===== src/rtl/fetch_unit.sv =====
// fetch_unit: instruction-fetch stage feeding the decoder.
// Holds the PC, issues one 32-bit fetch at a time on a req/resp bus and presents
// the fetched word to the decoder with valid/ready. Execute may redirect the PC at
// any time; a response already in flight for the old PC is tracked by drop_q and
// thrown away when it arrives.
//
// Optional feature macro: FETCH_MISALIGN_TRAP_EN
//   defined   : a redirect to a target with bits [1:0] != 0 parks fetch in FAULT
//               with fetch_fault=1 until an aligned redirect or reset.
//   undefined : redirect targets are forced word-aligned, FAULT is unreachable and
//               fetch_fault is tied low.
//
// state | meaning
// ------+-------------------------------------------------------------
// IDLE  | one-cycle settle after reset, no request
// REQ   | request for pc driven on the bus, waiting for ireq_ready
// WAIT  | request accepted, waiting for its response
// HOLD  | instruction presented to decoder, waiting for inst_ready
// FAULT | misaligned redirect trapped, fetch stalled (trap build only)

module fetch_unit #(
  parameter int              XLEN     = 64,
  parameter logic [XLEN-1:0] RESET_PC = XLEN'(64'h8000_0000),
  parameter logic [31:0]     NOP_INST = 32'h0000_0013
) (
  input  logic            clk,
  input  logic            reset,
  output logic            ireq_valid,
  output logic [XLEN-1:0] ireq_addr,
  input  logic            ireq_ready,
  input  logic            iresp_valid,
  input  logic [31:0]     iresp_data,
  output logic            inst_valid,
  output logic [31:0]     inst,
  output logic [XLEN-1:0] inst_pc,
  input  logic            inst_ready,
  input  logic            redirect_valid,
  input  logic [XLEN-1:0] redirect_pc,
  output logic            fetch_fault
);

  typedef enum logic [2:0] {
    S_IDLE  = 3'd0,
    S_REQ   = 3'd1,
    S_WAIT  = 3'd2,
    S_HOLD  = 3'd3,
    S_FAULT = 3'd4
  } state_e;

  state_e          state_q;
  logic [XLEN-1:0] pc_q;
  logic            drop_q;
  logic            inst_valid_q;
  logic [31:0]     inst_q;
  logic [XLEN-1:0] inst_pc_q;

  logic [XLEN-1:0] redir_tgt_d;
  logic [XLEN-1:0] pc_inc_d;
  logic            redir_misaligned_d;

`ifdef FETCH_MISALIGN_TRAP_EN
  logic            fault_q;
`endif

  // Redirect target and sequential PC; the alignment treatment depends on the build.
  always_comb begin
    redir_tgt_d        = redirect_pc;
    redir_misaligned_d = 1'b0;
`ifdef FETCH_MISALIGN_TRAP_EN
    redir_misaligned_d = (redirect_pc[1:0] != 2'b00);
`else
    redir_tgt_d[1:0]   = 2'b00;
`endif
    pc_inc_d = pc_q + XLEN'(4);
  end

  // Fetch FSM; redirect outranks every other event in the same cycle.
  always_ff @(posedge clk) begin
    if (reset) begin
      state_q      <= S_IDLE;
      pc_q         <= RESET_PC;
      drop_q       <= 1'b0;
      inst_valid_q <= 1'b0;
      inst_q       <= NOP_INST;
      inst_pc_q    <= '0;
`ifdef FETCH_MISALIGN_TRAP_EN
      fault_q      <= 1'b0;
`endif
    end else if (redirect_valid) begin
      pc_q         <= redir_tgt_d;
      inst_valid_q <= 1'b0;
      inst_q       <= NOP_INST;
      // Outstanding-request bookkeeping is the same whether or not the target traps.
      case (state_q)
        S_REQ: begin
          if (ireq_ready) begin
            // The old-pc request is accepted this very cycle, so its response is stale.
            state_q <= S_WAIT;
            drop_q  <= 1'b1;
          end else begin
            state_q <= S_REQ;
          end
        end
        S_WAIT: begin
          if (iresp_valid) begin
            drop_q  <= 1'b0;
            state_q <= S_REQ;
          end else begin
            drop_q  <= 1'b1;
            state_q <= S_WAIT;
          end
        end
        S_FAULT: begin
          if (iresp_valid && drop_q) begin
            drop_q <= 1'b0;
          end
          state_q <= S_REQ;
        end
        default: state_q <= S_REQ;
      endcase
`ifdef FETCH_MISALIGN_TRAP_EN
      fault_q <= redir_misaligned_d;
      if (redir_misaligned_d) begin
        state_q <= S_FAULT;
      end
`endif
    end else begin
      case (state_q)
        S_IDLE: state_q <= S_REQ;
        S_REQ: begin
          if (ireq_ready) begin
            state_q <= S_WAIT;
          end
        end
        S_WAIT: begin
          if (iresp_valid) begin
            if (drop_q) begin
              drop_q  <= 1'b0;
              state_q <= S_REQ;
            end else begin
              inst_q       <= iresp_data;
              inst_pc_q    <= pc_q;
              inst_valid_q <= 1'b1;
              pc_q         <= pc_inc_d;
              state_q      <= S_HOLD;
            end
          end
        end
        S_HOLD: begin
          if (inst_ready) begin
            inst_valid_q <= 1'b0;
            inst_q       <= NOP_INST;
            state_q      <= S_REQ;
          end
        end
        S_FAULT: begin
          // A stale response may still land while parked; retire it here so the
          // first fetch after leaving FAULT is not mistaken for it.
          if (iresp_valid && drop_q) begin
            drop_q <= 1'b0;
          end
        end
        default: state_q <= S_IDLE;
      endcase
    end
  end

  // Outputs are direct decodes of registered state.
  assign ireq_valid = (state_q == S_REQ);
  assign ireq_addr  = pc_q;
  assign inst_valid = inst_valid_q;
  assign inst       = inst_q;
  assign inst_pc    = inst_pc_q;

`ifdef FETCH_MISALIGN_TRAP_EN
  assign fetch_fault = fault_q;
`else
  assign fetch_fault = 1'b0;
`endif

  // redir_misaligned_d only steers the FSM in the trap build.
  logic unused_d;
  assign unused_d = redir_misaligned_d;

endmodule


===== config.mk =====
export PLATFORM = sky130hd
export DESIGN_NAME = fetch_unit
export DESIGN_NICKNAME = d
export VERILOG_FILES = /design/src/rtl/fetch_unit.sv
export SDC_FILE = /design/constraint.sdc
export NUM_CORES = 1
export LEC_CHECK = 0
export CAP_MARGIN = 25
export CORE_MARGIN = 1
export CORE_UTILIZATION = 41
export CTS_CLUSTER_SIZE = 40
export DETAILED_ROUTE_END_ITERATION = 12
export PLACE_DENSITY = 0.77
export SYNTH_ARGS = -nofsm -noshare
export SYNTH_HDL_FRONTEND = slang
export SYNTH_SLANG_ARGS = --single-unit

===== constraint.sdc =====
create_clock -name clk -period 2.8 [get_ports clk]
set_clock_uncertainty 0.05 [all_clocks]
set_input_delay 0.56 -clock clk [delete_from_list [all_inputs] [get_ports clk]]
set_output_delay 0.56 -clock clk [all_outputs]
set_load 0.05 [all_outputs]

* After elaboration in Yosys (flattened, before gate mapping)
Index checks and enable logic that the tools add are counted.
** Word-level totals
- Bits in registers :: 165
- Latch bits :: 0
- Bits in writable memories :: 0
- Bits in read-only memories :: 0
- Input port bits :: 102
- Output and inout port bits :: 163
- Logic and storage cells :: 65
- Memories :: 0
** Cells by class
- $add $sub $neg :: 1
- Multiply operators :: 0
- Divide/modulo/power cells :: 0
- $lt $le $gt $ge :: 0
- Equal/unequal tests :: 13
- Shift operators :: 0
- Muxes and demuxes :: 28
- Bitwise gates (word level) :: 2
- Reductions and logical operators :: 14
** Operator list (count)
- $mux W64 :: 4
- $mux W32 :: 3
- $add A64 B3 Y64 const B :: 1
- $pmux W32 S2 :: 1
- $reduce_and A4 Y1 :: 4
- $pmux W3 S5 :: 1
- $mux W3 :: 4
- $ne A2 B2 Y1 const B :: 5
- $ne A3 B3 Y1 const B :: 3
- $mux W1 :: 8
- $eq A3 B2 Y1 const B :: 2
- $mux W2 :: 3
- $pmux W3 S2 :: 1
- $reduce_and A3 Y1 :: 2
- $reduce_bool A2 Y1 :: 3
- $reduce_bool A3 Y1 :: 2
- $pmux W1 S2 :: 2
- $eq A3 B1 Y1 const B :: 1
- $eq A3 B3 Y1 const B :: 1
- $logic_not A3 Y1 :: 1
- $ne A3 B1 Y1 const B :: 1
- $pmux W1 S3 :: 1
- $not A1 Y1 :: 2
- $reduce_or A2 Y1 :: 1
- $logic_and A1 B1 Y1 :: 1

* Logic depth before layout (Yosys ltp)
- Depth in word-level cells :: 5
- Gate-level depth with buffers :: 10
- Depth with buffers taken out :: 7

* Least setup slack after synthesis
Ideal clock, no wire load.
- Path kind :: register to register
- Start point :: register pc_q[7] (netlist: ireq_addr[7])
- End point :: register pc_q[53] (netlist: ireq_addr[53])
- Library setup time :: 127 ps
- Arrival :: 2737 ps
- Data required time :: 2623 ps
- Slack :: -114 ps
- Stages on the path, launching flop included :: 7
- Buffers on the path :: 1
- Clock period less this slack :: 2914 ps
- Path through :: dfxtp_1 -> nand3_1 -> or4_1 -> or4_1 -> buf_2 -> o31a_1 -> or3_1
** On the way
- Cells in the longest elaborated chain, start to end :: 5
** RTL lines
- start: declaration :: RTL line 51 : logic [XLEN-1:0] pc_q;
- start signal: assignment :: RTL line 90 : pc_q <= redir_tgt_d;
- start signal: assignment :: RTL line 144 : pc_q <= pc_inc_d;
- $add A64 B3 Y64 :: RTL line 74 : pc_inc_d = pc_q + XLEN'(4);
- $mux W64 :: RTL line 137 : if (drop_q) begin
- $mux W64 :: RTL line 136 : if (iresp_valid) begin
- $mux W64 :: RTL line 128 : case (state_q)
- $mux W64 :: RTL line 89 : end else if (redirect_valid) begin
Every way passes these cells. The select of a mux whose other input is x is not followed.
A chain may end at the register's enable or synchronous reset.

* Final worst setup path
- Start point :: input iresp_valid
- End point :: register pc_q[45] (netlist: ireq_addr[45])
** On the way
- Cells in the longest elaborated chain, start to end :: 2
** RTL lines
- start: declaration :: RTL line 31 : input logic iresp_valid,
- $reduce_bool A2 Y1 (no line)
- $reduce_and A3 Y1 (no line)
Every way passes these cells.

==> reports/results.ini <==
[global_route]
grt_usage=0.263
antenna_found_initial=0
grt_overflow=0
grt_max_degree=63
grt_pass1_vias=7409
grt_pass1_wl_mm=38.1

[power_and_ir_drop]
power_leakage_nw=3.90
ir_drop_mv=0.422
seqPwrFrac=0.417
comb_power_share=0.185
p_per_area_nw_per_um2=529
sw_frac_of_total=0.301
pwr-share-clk=0.399
power_switching_w=0.00177
p_int_w=0.00412

[clock_network]
cts_buffer_depth=2
clk_pin_slew_ns=0.07
ctsRootBufferMaster=clkbuf_16
clk-insertion-delay-late_ns=0.43
numCtsBuffers=17
h-tree-depth=4
cts_tree=done
post_cts_buffers=0
cts.sinks=160

[sta]
slew_headroom=0.540
rsz0062_at_grt=no
setup_violations=0
fin_crit_sh=0.975
tightest_slew_ns=0.690
setup_tns_ns=0
slew_viol_final=0
fmax_ghz=0.366
timing.final.hold_violations=0
layout_min_cycle_time_ns=2.73

[floorplan]
die-area_um2=18500
row_count=48
fp.dieH_um=136
start_util=0.423
pin_count=265
die_w_um=136
core_area_um2=17400

[min_path]
holdPathStages=2
hold_path_class=reg2reg
hold_path_end=inst_pc[32]$_SDFFE_PP0P_
hold_start=inst_pc[32]$_SDFFE_PP0P_

[layout]
nNetsFinal=1320
drive_above_1_share=0.106
area_growth_pct=51.3
multi_input_area_um2=3860
antenna_cells=0
nFillCells=1493
seq_area_um2=3210
final_cells=1451

[status]
status=completed

[synthesis]
synth-edff-count=0
ys_types=50
seq_area_frac_synth=0.435
syn_area_per_cell_um2=7.93
syn-cell-area_um2=7370
synth-async-reset-ratio=0
syn_inst=929
synth_seq_cells=160
yosys_most_used_dff=dfxtp_1
ys_warn_count=0

[placement]
place.gp.congestion=0.873
io_buffers=257
dp.cells=1419
hpwl_mm=17.6

[setup_path]
start_kind=input port
ff2ff_path_depth=8
cp_max_fo=5
worstPathBufferInverterCount=2
cp_slowest_cell=or4_4
cp_slowest_stage_delay_ns=0.62
r2r-start=state_q[0]$_SDFFE_PP0P_
critical_path.top_delay_family=simple AND/OR/NAND/NOR gates
crit_type=in2reg
crit_path_cell_trace=clkdlybuf4s50_1 > nand3b_4 > or4_1 > or4_4 > buf_4 > o21a_1 > a2111oi_2
cp.required_ns=3.08
worst_r2r_endpoint=ireq_addr[45]$_SDFFE_PP0P_
cp.arrival_ns=3.01
endpoint_kind=flip-flop
r2r_slack_ns=0.19

[detailed_routing]
drt-total-wl_mm=24.5
postRouteAntennaNets=0
dr_total_vias=7888
drtPass1Iterations=5
viasPerCell=5.44
drc=0
wire_per_inst_um=16.9
initialDrtViolationCount=585

[run]
max-cap-violations=0

[worst max-delay path by stage]
| stage | startpoint | end | slack [ns] | cells past startpoint |
|---|---|---|---|---|
| 6_report | iresp_valid | ireq_addr[45]$_SDFFE_PP0P_ | 0.07 | 7 |
| 5_1_grt | iresp_valid | ireq_addr[45]$_SDFFE_PP0P_ | 0.02 | 7 |
| 4_1_cts | iresp_valid | ireq_addr[45]$_SDFFE_PP0P_ | 0.08 | 7 |
| 3_5_place_dp | iresp_valid | ireq_addr[53]$_SDFFE_PP0P_ | -0.45 | 6 |
| 3_3_place_gp | iresp_valid | ireq_addr[53]$_SDFFE_PP0P_ | -0.45 | 6 |
| 2_1_floorplan | ireq_addr[6]$_SDFFE_PP0P_ | ireq_addr[53]$_SDFFE_PP0P_ | 0.02 | 6 |
[final cells by class]
type / count / area share
Clock buffer: 17 / 0.0382
Sequential cell: 160 / 0.288
Timing Repair Buffer: 333 / 0.283
Tap cell: 225 / 0.0253
Multi-Input combinational cell: 686 / 0.346
Clock inverter: 15 / 0.0144
Inverter: 15 / 0.00505
[layer usage]
layer  part of all wire  vias up  global-route usage
met2               0.48      262               0.441
met4              0.023        0              0.0988
li1                   -     3873                   -
met3              0.075       43              0.0694
met1               0.42     3710               0.321
met5                  0        -                   0
[state kept, by name, indices dropped and copies added, names as in the netlist]
register / flops
inst_pc: 62
ireq_addr: 62
inst: 32
state_q: 2
drop_q: 1
inst_valid: 1
[what timing repair did]
action	CTS	global route
gates resized for setup	1	1
pin swaps	0	0
endpoints found under the setup margin	1	1
hold buffers	0	0
[kinds of logic (layout without fill, tap and decap cells)]
family,after synthesis,after routing,share of synthesized area
xor gates and xnor gates,28,28,0.0333
muxes,6,6,0.00815
AOI/OAI and AO/OA,200,200,0.167
other,1,5,0.000509
DFF,160,160,0.435
buffers and inverters,87,380,0.0474
adders and majority gates,5,5,0.00849
and+or+nand+nor,442,442,0.301
[placed cells by master, fill, tap and decap left out, types with 5 or more instances in the layout]
cell type        instances
clkbuf_16               17
nor4_1                  15
nor3b_1                 32
o21ai_0                 19
nor2_1                  90
nand3_1                 26
nor3_1                   8
and3_1                  10
a311oi_1                18
dfxtp_1                153
xnor2_1                  6
or3_1                   11
buf_4                   75
and2_1                   5
clkinvlp_4               5
xor2_1                  22
ha_1                     5
mux2i_1                  6
dfxtp_2                  7
or4_1                   14
nand4_1                 30
o31ai_1                  8
a21oi_1                106
inv_1                   14
conb_1                   5
and4_1                  15
a211oi_1                24
nand2_1                166
clkdlybuf4s50_1        255
[worst min-delay path, stage by stage, from the launching register on]
cell and delay (ns):
dfxtp_1 0.31, nand2_1 0.05, a21oi_1 0.05
[metrics by stage]
step	hold WS [ns]	setup slack, ns	cell area (um^2)	total power, W	utilization
floorplan	0.435	0.0204	7390	0.00312	-
global placement	0.391	-0.447	10500	0.00357	0.605
detailed placement	0.397	-0.452	10500	0.00359	0.606
CTS	0.405	0.0842	11100	0.00592	0.640
global route	0.417	0.0218	11100	0.00610	0.640
finish	0.402	0.0712	11100	0.00589	0.640
[power by group through the flow]
| stage | sequential (W) | combinational, W | clock [W] |
|---|---|---|---|
| after global placement | 0.00250 | 0.00107 | 0 |
| after CTS | 0.00245 | 0.00109 | 0.00237 |
| after global routing | 0.00247 | 0.00116 | 0.00247 |
| after floorplan | 0.00276 | 0.000354 | 0 |
| final | 0.00245 | 0.00109 | 0.00235 |
| after detailed placement | 0.00250 | 0.00108 | 0 |
[synthesized netlist by cell type, types with 4 or more instances]
| cell type | n | share of area |
|---|---|---|
| a311oi_1 | 18 | 0.021 |
| ha_1 | 5 | 0.0085 |
| o211ai_1 | 4 | 0.0041 |
| xnor2_1 | 6 | 0.0071 |
| buf_1 | 7 | 0.0036 |
| nand4_1 | 30 | 0.025 |
| and2_1 | 5 | 0.0042 |
| dfxtp_1 | 160 | 0.43 |
| nor3_1 | 8 | 0.0054 |
| or3_1 | 11 | 0.0093 |
| o21ai_0 | 20 | 0.014 |
| xor2_1 | 22 | 0.026 |
| buf_4 | 5 | 0.0051 |
| nor4_1 | 15 | 0.013 |
| nand3_1 | 26 | 0.018 |
| mux2i_1 | 6 | 0.0082 |
| a211oi_1 | 24 | 0.024 |
| nor2_1 | 91 | 0.046 |
| and3_1 | 10 | 0.0085 |
| a2111oi_0 | 4 | 0.0048 |
| a21oi_1 | 106 | 0.072 |
| inv_1 | 14 | 0.0071 |
| clkbuf_1 | 57 | 0.029 |
| nand2_1 | 167 | 0.085 |
| and4_1 | 15 | 0.018 |
| nor3b_1 | 32 | 0.033 |
| or4_1 | 15 | 0.015 |
| o31ai_1 | 8 | 0.0082 |
Note: power is estimated with default switching activity, not from simulation.
